<file path="config.mk">
export PLATFORM = sky130hd
export DESIGN_NAME = jamma_input_scanner
export DESIGN_NICKNAME = d
export VERILOG_FILES = /design/src/rtl/jamma_input_scanner.sv
export SDC_FILE = /design/constraint.sdc
export NUM_CORES = 1
export LEC_CHECK = 0
export BUFFER_PORTS_ARGS = -buffer_cell sky130_fd_sc_hd__buf_2
export CAP_MARGIN = 20
export CORE_UTILIZATION = 25
export CTS_BUF_LIST = sky130_fd_sc_hd__clkbuf_4 sky130_fd_sc_hd__clkbuf_8
export CTS_CLUSTER_DIAMETER = 30
export CTS_CLUSTER_SIZE = 40
export DETAILED_ROUTE_END_ITERATION = 16
export PLACE_DENSITY = 0.43
export SLEW_MARGIN = 20
export SYNTH_ARGS = -nofsm -noshare
export SYNTH_HDL_FRONTEND = slang
export SYNTH_SLANG_ARGS = --single-unit
</file>
<file path="constraint.sdc">
create_clock -name clk -period 8.76 [get_ports clk]
set_clock_uncertainty 0.15 [all_clocks]
set_input_delay 0.438 -clock clk [delete_from_list [all_inputs] [get_ports clk]]
set_output_delay 0.438 -clock clk [all_outputs]
set_load 0.02 [all_outputs]
</file>
<file path="src/rtl/jamma_input_scanner.sv">
// JAMMA player-select scanner: settle-then-sample of the shared JJOY bus, per-player debounce, coin stretch.
// Optional build macro JAMMA_SOCD_EN enables SOCD cleaning (opposing directions cancel) on each sample.
module jamma_input_scanner #(
    parameter int SETTLE_CYCLES    = 8,
    parameter int DEBOUNCE_SAMPLES = 4,
    parameter int COIN_HOLD_SCANS  = 16
) (
    input  logic       clk,
    input  logic       reset,
    input  logic [7:0] jjoy,
    input  logic [1:0] jcoin,
    input  logic [5:0] joystick_kbd,
    output logic       jselect,
    output logic [7:0] joy1,
    output logic [7:0] joy2,
    output logic [1:0] coin,
    output logic       scan_tick
);

    typedef enum logic [1:0] {SETTLE1, SAMPLE1, SETTLE2, SAMPLE2} state_t;

    localparam logic [7:0] SETTLE_LAST = 8'(SETTLE_CYCLES - 1);
    localparam logic [3:0] DB_LAST     = 4'(DEBOUNCE_SAMPLES - 1);
    localparam logic [7:0] HOLD_LOAD   = 8'(COIN_HOLD_SCANS);

    state_t      state;
    logic [7:0]  settle_cnt;
    logic [7:0]  jjoy_p0, jjoy_p1;
    logic [1:0]  jcoin_p0, jcoin_p1;
    logic [31:0] cnt1, cnt2, cnt1_n, cnt2_n;
    logic [7:0]  joy1_n, joy2_n, samp1, samp2;
    logic [1:0]  coin_db, coin_db_n, coin_n;
    logic [7:0]  coin_cnt, coin_cnt_n;
    logic [15:0] hold, hold_n;

    function automatic logic [7:0] socd_clean(input logic [7:0] s);
        logic [7:0] r;
`ifdef JAMMA_SOCD_EN
        r = s;
        if (!s[0] && !s[1]) r[1:0] = 2'b11;
        if (!s[2] && !s[3]) r[3:2] = 2'b11;
`else
        r = s;
`endif
        return r;
    endfunction

    // Returns {next output bit, next agreement count}.
    function automatic logic [4:0] debounce_bit(input logic s, input logic o, input logic [3:0] c);
        if (s == o)       return {o, 4'd0};
        if (c == DB_LAST) return {s, 4'd0};
        return {o, c + 4'd1};
    endfunction

    // Pad synchronisers
    always_ff @(posedge clk or posedge reset) begin
        if (reset) begin
            jjoy_p0  <= 8'hFF;
            jjoy_p1  <= 8'hFF;
            jcoin_p0 <= 2'b11;
            jcoin_p1 <= 2'b11;
        end else begin
            jjoy_p0  <= jjoy;
            jjoy_p1  <= jjoy_p0;
            jcoin_p0 <= jcoin;
            jcoin_p1 <= jcoin_p0;
        end
    end

    assign samp1 = socd_clean(jjoy_p1 & {2'b11, joystick_kbd});
    assign samp2 = socd_clean(jjoy_p1);

    always_comb begin
        joy1_n     = joy1;
        joy2_n     = joy2;
        cnt1_n     = cnt1;
        cnt2_n     = cnt2;
        coin_db_n  = coin_db;
        coin_cnt_n = coin_cnt;
        hold_n     = hold;
        coin_n     = coin;
        for (int i = 0; i < 8; i++) begin
            {joy1_n[i], cnt1_n[4*i +: 4]} = debounce_bit(samp1[i], joy1[i], cnt1[4*i +: 4]);
            {joy2_n[i], cnt2_n[4*i +: 4]} = debounce_bit(samp2[i], joy2[i], cnt2[4*i +: 4]);
        end
        for (int i = 0; i < 2; i++) begin
            {coin_db_n[i], coin_cnt_n[4*i +: 4]} =
                debounce_bit(jcoin_p1[i], coin_db[i], coin_cnt[4*i +: 4]);
            // Only a fresh edge with an idle hold counter reloads it.
            if (coin_db[i] && !coin_db_n[i] && hold[8*i +: 8] == 8'd0)
                hold_n[8*i +: 8] = HOLD_LOAD;
            else if (hold[8*i +: 8] != 8'd0)
                hold_n[8*i +: 8] = hold[8*i +: 8] - 8'd1;
            coin_n[i] = coin_db_n[i] & (hold_n[8*i +: 8] == 8'd0);
        end
    end

    // Scan FSM and per-player sample registers
    always_ff @(posedge clk or posedge reset) begin
        if (reset) begin
            state      <= SETTLE1;
            settle_cnt <= 8'd0;
            jselect    <= 1'b0;
            scan_tick  <= 1'b0;
            joy1       <= 8'hFF;
            joy2       <= 8'hFF;
            cnt1       <= 32'd0;
            cnt2       <= 32'd0;
            coin_db    <= 2'b11;
            coin_cnt   <= 8'd0;
            hold       <= 16'd0;
            coin       <= 2'b11;
        end else begin
            jselect   <= (state == SETTLE2) || (state == SAMPLE2);
            scan_tick <= (state == SAMPLE2);
            case (state)
                SETTLE1, SETTLE2: begin
                    if (settle_cnt == SETTLE_LAST) begin
                        settle_cnt <= 8'd0;
                        state      <= (state == SETTLE1) ? SAMPLE1 : SAMPLE2;
                    end else begin
                        settle_cnt <= settle_cnt + 8'd1;
                    end
                end
                SAMPLE1: begin
                    joy1     <= joy1_n;
                    cnt1     <= cnt1_n;
                    coin_db  <= coin_db_n;
                    coin_cnt <= coin_cnt_n;
                    hold     <= hold_n;
                    coin     <= coin_n;
                    state    <= SETTLE2;
                end
                default: begin
                    joy2  <= joy2_n;
                    cnt2  <= cnt2_n;
                    state <= SETTLE1;
                end
            endcase
        end
    end

endmodule
</file>
==> summary.txt, run 1 <==
Route
  • Total vias in the final route: 4965
  • DRT iter0 DRCs: roughly 220
  • Count of unresolved DRC violations after routing: 0
  • First-pass iteration count of the detailed router: 4
  • DR vias/cell: 4.39
  • Total wire length: 13700 µm
  • Final ANT Viol Nets: 0
  • Average wire length per cell after detail routing: roughly 12 µm

Power
  • Max IR drop VDD: roughly 0.09 mV
  • P_leak: about 3.5 nW
  • Total power: around 1.4 mW
  • Power per unit of standard cell area: roughly 170 nW/µm²

Place
  • Global placer's final weighted congestion: roughly 0.73
  • Post-detailed-placement cell area: about 7600 µm²
  • # port buffers: 37
  • Worst setup slack before clock tree synthesis: 6360 ps
  • Number of cells after detailed placement: ~1100
  • Post-DP HPWL: between 8000 and 9000 µm

Synth
  • Share of flip-flops with an asynchronous set or reset after synthesis: 100%
  • Post-Syn Area: just over 7000 µm²
  • Number of nets produced by synthesis: between 700 and 800
  • Number of instances in the synthesized netlist: slightly below 700
  • Seq/Total Area, Yosys: 50.5%
  • Total number of yosys warnings: 0
  • Count of state elements after synthesis: 140
  • Synthesized area per cell: ~10 µm²
  • Biggest area contributors in the synthesized netlist: sky130_fd_sc_hd__dfrtp_1 36%, sky130_fd_sc_hd__dfstp_2 15%, sky130_fd_sc_hd__ha_1 5.0%, sky130_fd_sc_hd__nand2_1 4.6%, sky130_fd_sc_hd__o21ai_0 4.1%
  • Top-count cell post-synth: sky130_fd_sc_hd__dfrtp_1
  • Area share of the largest cell type after synthesis: between 30% and 40%
  • Number of unique standard cell types used by synthesis: between 50 and 60
  • Cell type with the largest total area after synthesis: sky130_fd_sc_hd__dfrtp_1
  • Post-synth top cells: 100 x sky130_fd_sc_hd__dfrtp_1, 87 x sky130_fd_sc_hd__nand2_1, 60 x sky130_fd_sc_hd__inv_1
  • Count of flip-flops with a built-in enable after synthesis: 0
  • Most used flip-flop cell after synthesis: sky130_fd_sc_hd__dfrtp_1

Floorplanning
  • Die W: around 170 µm
  • Top-level port count: 38
  • Core area: 27700 µm²
  • Die ar.: a little under 30000 µm²
  • Die H: 170 µm
  • Initial core utilization: 25.4%
  • Site row count: 61

Worst hold path
  • Min-Delay Path Class: primary input to register

Critical path
  • Logic depth of the worst path, buffers included: 6
  • Delay-heaviest family, CP: buffers and inverters
  • Element type at the critical path start: register
  • Start point of the critical path: state[1]$_DFFE_PP0P_
  • Data arrival time of the critical path: between 2000 and 3000 ps
  • Worst path cell trace: inv_1, ha_2, buf_4, o311ai_1, or3_1, o221ai_1
  • Beginning of the worst register-to-register path: state[1]$_DFFE_PP0P_
  • Highest-delay cell along the critical path: sky130_fd_sc_hd__buf_4
  • Worst-path maximum fanout: 96
  • Required time at the worst-slack endpoint: 8960 ps
  • Crit. End Element: register
  • Worst-case reg-to-reg path depth: 6
  • Endpoint of the most critical setup path: cnt1[31]$_DFFE_PP0P_
  • Buf+Inv Stages, Crit Path: 2
  • Maximum cell stage delay along the critical path: approximately 650 ps
  • Reg-to-reg critical path endpoint: cnt1[31]$_DFFE_PP0P_
  • Worst reg2reg setup slack: approximately 6400 ps
  • CP Class: register to register

Flow run
  • Total of max-cap violations: 0

Final layout
  • Area growth, synth to finish: 16.6%
  • Fillers: 2888
  • Final cell area excluding filler cells: 8200 µm²
  • Inserted Diodes: 0
  • Final cell count without fillers: between 1000 and 1500
  • Number of nets in the finished design: slightly below 800
  • Share of layout cells above drive strength 1: around 18%
  • Core Util, Final: around 30%

CTS
  • CTS tree: yes
  • Max clock buf depth: 2
  • H-tree depth: 4
  • Total CTS buffers: 17
  • Post_cts resized: 0
  • Clock latency reported for the late side of the worst-skew pair: between 400 and 500 ps
  • Buffer cell driving the clock tree root: sky130_fd_sc_hd__clkbuf_8
  • Count of clock tree sinks: 140
  • Reg clk slew, reported paths: around 90 ps

Timing
  • Rel. slew slack: 42.7%
  • Upper clock frequency limit: about 420 MHz
  • Transition time of the tightest slew-check pin: ~860 ps
  • Final count of pins violating max slew: 0
  • Setup TNS: 0 ps
  • Number of endpoints with negative hold slack in the final report: 0
  • Post-layout min period: between 2000 and 2500 ps
  • Fin Hold WS: ~100 ps
  • Share of the clock period used by the worst path: around 27%
  • Crit path setup slack, layout: 6370 ps
  • Final setup violation count: 0
  • Unrepaired setup endpoints after global routing: no

Global route
  • Grt ovf: 0
  • Pin count of the biggest net entering global routing: a little under 100
  • Number of antenna violations at the first check in global routing: 0
  • First-pass GRT wire length: between 20000 and 25000 µm
  • GRT Overall Usage: about a tenth
  • Vias in the first global route: about 4700

Outcome
  • Run status: finished, final reports clean
==> kinds of logic (layout without fill, tap and decap cells) <==
family | Yosys count | after routing | share of synthesized area, %
xor gates and xnor gates | 26 | 26 | 3.24
and+or+nand+nor | 246 | 246 | 18.3
muxes | 40 | 40 | 5.98
DFF | 140 | 140 | 50.5
buffers and inverters | 81 | 143 | 4.66
adders and majority gates | 28 | 28 | 4.98
AOI/OAI and AO/OA | 130 | 130 | 12.4
==> placed cells by master (no fill, tap or decap), types with 4 or more instances in the layout <==
cell | synthesis | routed
sky130_fd_sc_hd__xor2_1 | 15 | 15
sky130_fd_sc_hd__a32o_1 | 9 | 9
sky130_fd_sc_hd__o311ai_0 | 6 | 6
sky130_fd_sc_hd__nor2_1 | 20 | 20
sky130_fd_sc_hd__o21ai_0 | 57 | 57
sky130_fd_sc_hd__o41ai_1 | 5 | 5
sky130_fd_sc_hd__o31ai_1 | 9 | 9
sky130_fd_sc_hd__inv_1 | 60 | 59
sky130_fd_sc_hd__ha_1 | 28 | 26
sky130_fd_sc_hd__o211ai_1 | 6 | 6
sky130_fd_sc_hd__nor3_1 | 11 | 11
sky130_fd_sc_hd__nand3_1 | 38 | 38
sky130_fd_sc_hd__and3_1 | 11 | 11
sky130_fd_sc_hd__buf_2 | 4 | 37
sky130_fd_sc_hd__mux2i_1 | 24 | 24
sky130_fd_sc_hd__clkbuf_8 | 0 | 19
sky130_fd_sc_hd__nor2b_1 | 17 | 17
sky130_fd_sc_hd__nand3b_1 | 11 | 11
sky130_fd_sc_hd__nor4b_1 | 5 | 5
sky130_fd_sc_hd__mux2_2 | 16 | 16
sky130_fd_sc_hd__o221ai_1 | 6 | 6
sky130_fd_sc_hd__a21oi_1 | 4 | 4
sky130_fd_sc_hd__dlygate4sd3_1 | 0 | 11
sky130_fd_sc_hd__dfstp_2 | 40 | 40
sky130_fd_sc_hd__and2_1 | 7 | 7
sky130_fd_sc_hd__or3_1 | 6 | 6
sky130_fd_sc_hd__nand2b_1 | 8 | 8
sky130_fd_sc_hd__dfrtp_1 | 100 | 100
sky130_fd_sc_hd__nand2_1 | 87 | 87
sky130_fd_sc_hd__nor3b_1 | 9 | 9
sky130_fd_sc_hd__o22ai_1 | 9 | 9
sky130_fd_sc_hd__nand4_1 | 4 | 4
sky130_fd_sc_hd__bufinv_16 | 0 | 5
sky130_fd_sc_hd__xnor2_1 | 11 | 11
sky130_fd_sc_hd__a21o_1 | 6 | 6
==> worst min-delay path by stage <==
stage | startpoint | to | slack, ps | cells past startpoint
2_1_floorplan | jcoin_p0[0]$_DFF_PP1_ | jcoin_p1[0]$_DFF_PP1_ | 200 | 0
3_3_place_gp | jjoy_p0[4]$_DFF_PP1_ | jjoy_p1[4]$_DFF_PP1_ | 200 | 0
3_5_place_dp | jjoy_p0[2]$_DFF_PP1_ | jjoy_p1[2]$_DFF_PP1_ | 200 | 0
4_1_cts | joystick_kbd[5] | joy1[5]$_DFFE_PP1P_ | 60 | 3
5_1_grt | joystick_kbd[4] | joy1[4]$_DFFE_PP1P_ | 70 | 3
6_report | joystick_kbd[5] | joy1[5]$_DFFE_PP1P_ | 100 | 3
==> flip-flops by register name, indices dropped and copies added (netlist names) <==
name and cells:
cnt1 32, cnt2 32, hold 16, coin_cnt 8, jjoy_p0 8, jjoy_p1 8
joy1 8, joy2 8, settle_cnt 8, coin 2, coin_db 2, jcoin_p0 2
jcoin_p1 2, state 2, jselect 1, scan_tick 1
==> cell type report <==
| cell class | instances | area, µm² | area share, % |
|---|---|---|---|
| clock inverters | 11 | 191 | 2.33 |
| flip-flops and latches | 140 | 3550 | 43.3 |
| repair buffers | 51 | 318 | 3.87 |
| inverters | 60 | 230 | 2.81 |
| clock buffers | 21 | 277 | 3.37 |
| well taps | 378 | 473 | 5.77 |
| multi-input cells | 470 | 3160 | 38.5 |
==> repair_timing <==
| item | in CTS | in global routing |
|---|---|---|
| buffers inserted | 0 | 0 |
| setup endpoints to repair | 0 | 0 |
| hold endpoints to repair | 49 | 0 |
| hold buffers | 11 | 0 |
==> metal layers <==
metal	track usage [%]	vias to the layer above	wire, µm	share of wire, %
met5	0	-	0	0
met1	13.4	2388	6830	50
met2	16.0	42	6280	46
met3	3.01	11	441	3.2
li1	-	2524	-	-
met4	2.90	0	123	0.90
==> tightest hold or removal path: stages <==
cell	delay, ps
sky130_fd_sc_hd__buf_2	100
sky130_fd_sc_hd__nand2_1	80
sky130_fd_sc_hd__mux2i_1	70
==> where the power goes <==
group	switching [mW]	total, mW	leakage (nW)	internal (mW)
clock	0.259	0.619	0.229	0.360
sequential	0.0238	0.702	1.74	0.678
combinational	0.0452	0.0795	1.54	0.0343
total	0.328	1.40	3.50	1.07
(Power assumes the default switching activity.)
==> run 2, diff against run 1 <==
Settings changed: ABC_AREA from default to 1.
Clock period 8.76 ns to 2.4 ns, I/O delays scaled along.
==> summary.txt, run 2 <==
Outcome
  • Run status: finished, final reports clean

CTS
  • Buffer cell driving the clock tree root: sky130_fd_sc_hd__clkbuf_8
  • Post_cts resized: 0 (unchanged)
  • H-tree depth: 4 (unchanged)
  • Reg clk slew, reported paths: 80 ps (about the same)
  • Count of buffers added by post-CTS timing repair for setup: 0 (unchanged)
  • CTS tree: yes
  • Count of clock tree sinks: 140 (unchanged)
  • Max clock buf depth: 2 (unchanged)
  • Clock latency reported for the late side of the worst-skew pair: 440 ps (about the same)
  • Total CTS buffers: 17 (unchanged)

Final layout
  • Share of layout cells above drive strength 1: 16.6% (-1.9 points)
  • Biggest regs: cnt1 (32), cnt2 (32), hold (16)
  • Area of the multi-input gates: 2970 µm² (-6.0%)
  • Number of nets in the finished design: 890 (+13%)
  • Inserted Diodes: 0 (unchanged)
  • Area growth, synth to finish: 17.5%
  • Commonest cells after routing, fill and taps aside: 181 x sky130_fd_sc_hd__nand2_1, 100 x sky130_fd_sc_hd__dfrtp_1, 87 x sky130_fd_sc_hd__inv_1
  • Area taken by flip-flops and latches: 3550 µm² (unchanged)
  • Final cell area excluding filler cells: 8170 µm² (-0.43%)
  • Most common library cell in the layout ignoring fill and taps: sky130_fd_sc_hd__nand2_1
  • Core Util, Final: 30.1% (+0.53 points)
  • Fillers: 2847 (-1.4%)

Place
  • Global placer's final weighted congestion: 0.747 (+2.5%)
  • Post-DP HPWL: 9110 µm (+3.0%)
  • # port buffers: 37 (unchanged)
  • Worst setup slack before clock tree synthesis: 539 ps (-5820 ps)
  • Post-detailed-placement cell area: 7630 µm² (+0.15%)

Critical path
  • Element type at the critical path start: register
  • Required time at the worst-slack endpoint: 2600 ps (-6360 ps)
  • Crit. End Element: register
  • CP Class: register to register
  • Worst-case reg-to-reg path depth: 4 (-2)
  • Data arrival time of the critical path: 2050 ps (-540 ps)
  • Beginning of the worst register-to-register path: state[0]$_DFFE_PP0P_
  • Endpoint of the most critical setup path: cnt2[0]$_DFFE_PP0P_
  • Worst reg2reg setup slack: 560 ps (-5810 ps)
  • Start point of the critical path: state[0]$_DFFE_PP0P_
  • Reg-to-reg critical path endpoint: cnt2[0]$_DFFE_PP0P_
  • Worst-path maximum fanout: 30 (-69%)

Worst hold path
  • Min-Delay Path Class: primary input to register
  • Number of cells on the worst hold path: 2 (-1)

Global route
  • Pin count of the biggest net entering global routing: 141 (+45%)
  • Number of antenna violations at the first check in global routing: 0 (unchanged)
  • Vias in the first global route: 5049 (+6.9%)
  • First-pass GRT wire length: 24200 µm (+3.4%)
  • Grt ovf: 0 (unchanged)
  • GRT Overall Usage: 10.5% (+0.39 points)

Route
  • DR vias/cell: 4.16 (-5.1%)
  • First-pass iteration count of the detailed router: 4 (unchanged)
  • Final ANT Viol Nets: 0 (unchanged)
  • Count of unresolved DRC violations after routing: 0 (unchanged)
  • Total vias in the final route: 5118 (+3.1%)
  • Total wire length: 13700 µm (+0.29%)
  • DRT iter0 DRCs: 207 (-4.6%)
  • Average wire length per cell after detail routing: 11.2 µm (-7.7%)

Synth
  • Share of flip-flops with an asynchronous set or reset after synthesis: 100% (unchanged)
  • Top-count cell post-synth: sky130_fd_sc_hd__nand2_1
  • Total number of yosys warnings: 0 (unchanged)
  • Post-synth top cells: 181 x sky130_fd_sc_hd__nand2_1, 100 x sky130_fd_sc_hd__dfrtp_1, 89 x sky130_fd_sc_hd__inv_1
  • Area share of the largest cell type after synthesis: 36.0% (+0.43 points)
  • Number of unique standard cell types used by synthesis: 37 (-33%)
  • Seq/Total Area, Yosys: 51.1% (+0.61 points)
  • Count of flip-flops with a built-in enable after synthesis: 0 (unchanged)
  • Number of instances in the synthesized netlist: 778 (+13%)
  • Biggest area contributors in the synthesized netlist: sky130_fd_sc_hd__dfrtp_1 36%, sky130_fd_sc_hd__dfstp_2 15%, sky130_fd_sc_hd__nand2_1 9.8%, sky130_fd_sc_hd__ha_1 5.0%, sky130_fd_sc_hd__inv_1 4.8%
  • Most used flip-flop cell after synthesis: sky130_fd_sc_hd__dfrtp_1
  • Post-Syn Area: 6950 µm² (-1.2%)
  • Cell type with the largest total area after synthesis: sky130_fd_sc_hd__dfrtp_1
  • Count of state elements after synthesis: 140 (unchanged)
  • Synthesized area per cell: 8.94 µm² (-12%)
  • Number of nets produced by synthesis: 824 (+12%)

Floorplanning
  • Site row count: 60 (-1.6%)
  • Die ar.: 28500 µm² (-1.2%)
  • Top-level port count: 38 (unchanged)
  • Core area: 27100 µm² (-2.2%)
  • Initial core utilization: 25.7% (+0.26 points)
  • Die W: 169 µm (-0.59%)
  • Die H: 169 µm (-0.59%)

Flow run
  • Total of max-cap violations: 0 (unchanged)

Timing
  • Share of the clock period used by the worst path: 76.8% (+50 points)
  • Rel. slew slack: 46.8% (+4.1 points)
  • Crit path setup slack, layout: 556 ps (-5810 ps)
  • Transition time of the tightest slew-check pin: 798 ps (-61.7 ps)
  • Post-layout min period: 1840 ps (-548 ps)
  • Setup TNS: 0 ps (unchanged)
  • Upper clock frequency limit: 542 MHz (+30%)
  • Final count of pins violating max slew: 0 (unchanged)
  • Unrepaired setup endpoints after global routing: no
  • Final setup violation count: 0 (unchanged)
  • Number of endpoints with negative hold slack in the final report: 0 (unchanged)

Power
  • Power per unit of standard cell area: 546 nW/µm² (+220%)
  • Max IR drop VDD: 0.292 mV (+230%)
  • P_leak: 3.82 nW (+9.0%)
[run 2: cell count changes in the layout (fill, tap and decap cells not counted), moves of 9 or more]
cell and delta:
sky130_fd_sc_hd__a21oi_1 +11, sky130_fd_sc_hd__xor2_1 +12, sky130_fd_sc_hd__and3_1 -10, sky130_fd_sc_hd__nand2_1 +94
sky130_fd_sc_hd__a32o_1 -9, sky130_fd_sc_hd__inv_1 +28, sky130_fd_sc_hd__o31ai_1 -9, sky130_fd_sc_hd__mux2_2 -15
sky130_fd_sc_hd__nor2b_1 -17, sky130_fd_sc_hd__nor2_1 +31, sky130_fd_sc_hd__xnor2_1 +10, sky130_fd_sc_hd__nand3_1 +14
sky130_fd_sc_hd__mux2i_1 -15
[run 2: power by group]
part	internal, mW	leakage, nW	switching (mW)
registers	2.43	1.76	0.0450
clock network	0.857	0.181	0.935
logic	0.0805	1.87	0.114
[run 2: worst min-delay path by stage]
stage | from | end | slack (ps)
6_report | jjoy[6] | jjoy_p0[6]$_DFF_PP1_ | 160
5_1_grt | jjoy[6] | jjoy_p0[6]$_DFF_PP1_ | 130
4_1_cts | jjoy[5] | jjoy_p0[5]$_DFF_PP1_ | 120
3_5_place_dp | jjoy[6] | jjoy_p0[6]$_DFF_PP1_ | 80
3_3_place_gp | jjoy[5] | jjoy_p0[5]$_DFF_PP1_ | 70
2_1_floorplan | jcoin[0] | jcoin_p0[0]$_DFF_PP1_ | -30
[run 2: kinds of logic (layout without fill, tap and decap cells)]
kind of cell    Yosys count  in the layout  share of synthesized area (%)
xor+xnor                 48             48                           6.05
fa+ha+maj                28             28                           5.04
compound gates          107            107                           8.84
flops                   140            140                           51.1
mux                      10             10                           1.46
simple gates            334            334                           21.3
buf+inv                 111            190                           6.19
[run 2: stage by stage]
stage / cells / hold slack (ps) / power (mW)
global route: 1229 / 132 / 4.69
detailed placement: 1180 / 76.2 / 2.70
finish: 1229 / 161 / 4.46
global placement: 1180 / 74.6 / 2.70
CTS: 1229 / 125 / 4.55
floorplan: 778 / -25.5 / 2.63
[run 2: critical path: stages, from the launching register on]
cell	delay [ps]
sky130_fd_sc_hd__dfrtp_1	430
sky130_fd_sc_hd__ha_1	260
sky130_fd_sc_hd__inv_2	420
sky130_fd_sc_hd__o21ai_0	280
sky130_fd_sc_hd__nor3b_1	220
[run 2: what timing repair did]
| item | CTS | global route |
|---|---|---|
| setup endpoints to repair | 0 | 0 |
| hold buffers | 17 | 0 |
| endpoints found under the hold margin | 118 | 0 |
[run 2: layout make-up]
| class | count | area share (%) |
|---|---|---|
| Tap cell | 372 | 5.70 |
| Clock inverter | 12 | 1.21 |
| Multi-Input combinational cell | 527 | 36.4 |
| Clock buffer | 20 | 3.22 |
| Timing Repair Buffer | 65 | 5.67 |
| Inverter | 93 | 4.32 |
| Sequential cell | 140 | 43.5 |
[run 2: routing by layer]
metal,part of all wire (%),global-route usage [%],vias up
met5,0,0,-
met4,1.3,3.95,0
met3,3.0,2.48,12
met2,45,16.6,51
met1,50,14.0,2383
li1,-,-,2672
==> run 3, diff against run 2 <==
Settings changed: PLACE_DENSITY 0.43 to 0.45.
Clock period 2.4 ns to 1.6 ns, I/O delays scaled along.
==> summary.txt, run 3 (synthesis gave the netlist of run 2 again) <==
Outcome
  • Run status: finished, violations left
  • Violations in the final reports: negative setup slack

Power
  • Max IR drop VDD: 0.444 mV (+52%)
  • Power per unit of standard cell area: 760 nW/µm² (+39%)
  • Total power: 7.08 mW (+59%)
  • P_leak: 4.31 nW (+13%)

Global route
  • First-pass GRT wire length: 25000 µm (+3.1%)
  • Number of antenna violations at the first check in global routing: 0 (unchanged)
  • Grt ovf: 0 (unchanged)
  • GRT Overall Usage: 10.9% (+0.37 points)
  • Vias in the first global route: 5261 (+4.2%)
  • Pin count of the biggest net entering global routing: 82 (-42%)

Route
  • First-pass iteration count of the detailed router: 4 (unchanged)
  • Count of unresolved DRC violations after routing: 0 (unchanged)
  • Final ANT Viol Nets: 0 (unchanged)
  • DRT iter0 DRCs: 254 (+23%)
  • Total wire length: 15200 µm (+11%)
  • DR vias/cell: 4.24 (+1.7%)
  • Total vias in the final route: 5476 (+7.0%)
  • Average wire length per cell after detail routing: 11.8 µm (+5.6%)

Place
  • # port buffers: 37 (unchanged)
  • Number of cells after detailed placement: 1224 (+3.7%)
  • Global placer's final weighted congestion: 0.762 (+2.0%)
  • Post-DP HPWL: 9820 µm (+7.8%)
  • Post-detailed-placement cell area: 8020 µm² (+5.0%)
  • Worst setup slack before clock tree synthesis: -117 ps (-657 ps)

Critical path
  • Delay-heaviest family, CP: flip-flops
  • Highest-delay cell along the critical path: sky130_fd_sc_hd__dfrtp_2
  • Worst path cell trace: buf_6, ha_4, nor2_4, buf_6, nor2_4, buf_4, nor3_2
  • CP Class: register to register
  • Buf+Inv Stages, Crit Path: 3 (+2)
  • Required time at the worst-slack endpoint: 1820 ps (-780 ps)
  • Worst reg2reg setup slack: -20 ps (-570 ps)
  • Data arrival time of the critical path: 1840 ps (-210 ps)
  • Maximum cell stage delay along the critical path: 470 ps (+40 ps)
  • Worst-path maximum fanout: 4 (-87%)
  • Element type at the critical path start: register
  • Crit. End Element: register

Timing
  • Post-layout min period: 1620 ps (-226 ps)
  • Setup TNS: -33.2 ps (-33.2 ps)
  • Share of the clock period used by the worst path: 101% (+24 points)
  • Final count of pins violating max slew: 0 (unchanged)
  • Crit path setup slack, layout: -18.2 ps (-574 ps)
  • Number of endpoints with negative hold slack in the final report: 0 (unchanged)
  • Unrepaired setup endpoints after global routing: yes
  • Rel. slew slack: 69.1% (+22 points)
  • Final setup violation count: 3 (+3)
  • Transition time of the tightest slew-check pin: 464 ps (-334 ps)
  • Upper clock frequency limit: 618 MHz (+14%)

Worst hold path
  • Min-Delay Path Class: primary input to asynchronous set/reset pin

CTS
  • H-tree depth: 4 (unchanged)
  • CTS tree: yes
  • Reg clk slew, reported paths: 90 ps (about the same)
  • Max clock buf depth: 2 (unchanged)
  • Count of clock tree sinks: 140 (unchanged)
  • Total CTS buffers: 17 (unchanged)
  • Clock latency reported for the late side of the worst-skew pair: 460 ps (+20 ps)
  • Buffer cell driving the clock tree root: sky130_fd_sc_hd__clkbuf_8

Final layout
  • Most common library cell in the layout ignoring fill and taps: sky130_fd_sc_hd__nand2_1
  • Commonest cells after routing, fill and taps aside: 165 x sky130_fd_sc_hd__nand2_1, 97 x sky130_fd_sc_hd__dfrtp_1, 76 x sky130_fd_sc_hd__inv_1
  • Final cell count without fillers: 1293 (+5.2%)
  • Inserted Diodes: 0 (unchanged)
  • Share of layout cells above drive strength 1: 32.5% (+16 points)
  • Biggest regs: cnt1 (32), cnt2 (32), hold (16)
  • Final cell area excluding filler cells: 9310 µm² (+14%)
  • Number of nets in the finished design: 954 (+7.2%)
  • Area growth, synth to finish: 34.0%

Floorplanning
  • Site row count: 60 (unchanged)
  • Die W: 169 µm (unchanged)
  • Initial core utilization: 25.7% (unchanged)
  • Top-level port count: 38 (unchanged)
  • Core area: 27100 µm² (unchanged)
  • Die H: 169 µm (unchanged)
  • Die ar.: 28500 µm² (unchanged)

Flow run
  • Total of max-cap violations: 0 (unchanged)
run 3: cell count changes in the layout (fill, tap and decap cells not counted), moves of 8 or more:
cell,before,now
sky130_fd_sc_hd__inv_1,87,76
sky130_fd_sc_hd__nor2_2,2,12
sky130_fd_sc_hd__nor3_1,15,5
sky130_fd_sc_hd__ha_1,27,17
sky130_fd_sc_hd__o21ai_1,0,16
sky130_fd_sc_hd__buf_4,9,58
sky130_fd_sc_hd__buf_6,0,10
sky130_fd_sc_hd__nor3_2,0,8
sky130_fd_sc_hd__nand2_4,1,10
sky130_fd_sc_hd__nand2_1,181,165
sky130_fd_sc_hd__nor2_1,51,35
sky130_fd_sc_hd__ha_4,0,8
sky130_fd_sc_hd__o21ai_0,59,36
run 3: tightest hold or removal path, cell delays in order:
cell and delay (ps):
sky130_fd_sc_hd__dlygate4sd3_1 530, sky130_fd_sc_hd__buf_2 130, sky130_fd_sc_hd__clkinvlp_4 100, sky130_fd_sc_hd__buf_12 280
run 3: timing repair:
item,in CTS,in global routing
gates resized for setup,18,142
pin swaps,5,25
buffers inserted,2,17
endpoints found under the hold margin,165,0
hold buffers,17,0
gates cloned,0,1
endpoints found under the setup margin,48,72
run 3: layout make-up:
type                       count  area (µm²)
inverter                      93         365
clock inverter                13         166
timing repair buffer         129        1060
sequential                   140        3560
fill                        2788       17800
tap                          372         465
multi-input combinational    527        3450
clock buffer                  19         249
run 3: through the flow:
| stage | hold slack, ps | utilization, % |
|---|---|---|
| 2_1_floorplan | -65.5 | - |
| 3_3_place_gp | 35.3 | 29.6 |
| 3_5_place_dp | 36.3 | 29.6 |
| 4_1_cts | 65.1 | 32.0 |
| 5_1_grt | 77.7 | 34.4 |
| 6_report | 109 | 34.4 |
run 3: final timing paths:
check / startpoint / endpoint / depth (start not counted)
setup / recovery: state[1]$_DFFE_PP0P_ / settle_cnt[3]$_DFFE_PP0N_ / 7
hold / removal: reset / cnt2[21]$_DFFE_PP0P_ / 4
setup reg to reg: state[1]$_DFFE_PP0P_ / settle_cnt[3]$_DFFE_PP0N_ / 7
hold reg to reg: jjoy_p0[6]$_DFF_PP1_ / jjoy_p1[6]$_DFF_PP1_ / 0
max in group asynchronous: reset / jcoin_p0[0]$_DFF_PP1_ / 4
min in group clk: jjoy[4] / jjoy_p0[4]$_DFF_PP1_ / 2
run 3: layer usage:
metal	vias up	share of wire (%)	global-route usage [%]	wire [µm]
li1	2807	-	-	-
met1	2602	48	14.4	7330
met2	57	47	16.7	7230
met3	10	3.2	2.99	488
met4	0	1.2	4.62	187
met5	-	0	0	0
run 3: report_power, final:
group / total [mW] / switching, mW / internal (mW)
Combinational: 0.328 / 0.187 / 0.141
Clock: 3.04 / 1.46 / 1.59
Sequential: 3.71 / 0.0665 / 3.64
Total: 7.08 / 1.71 / 5.37
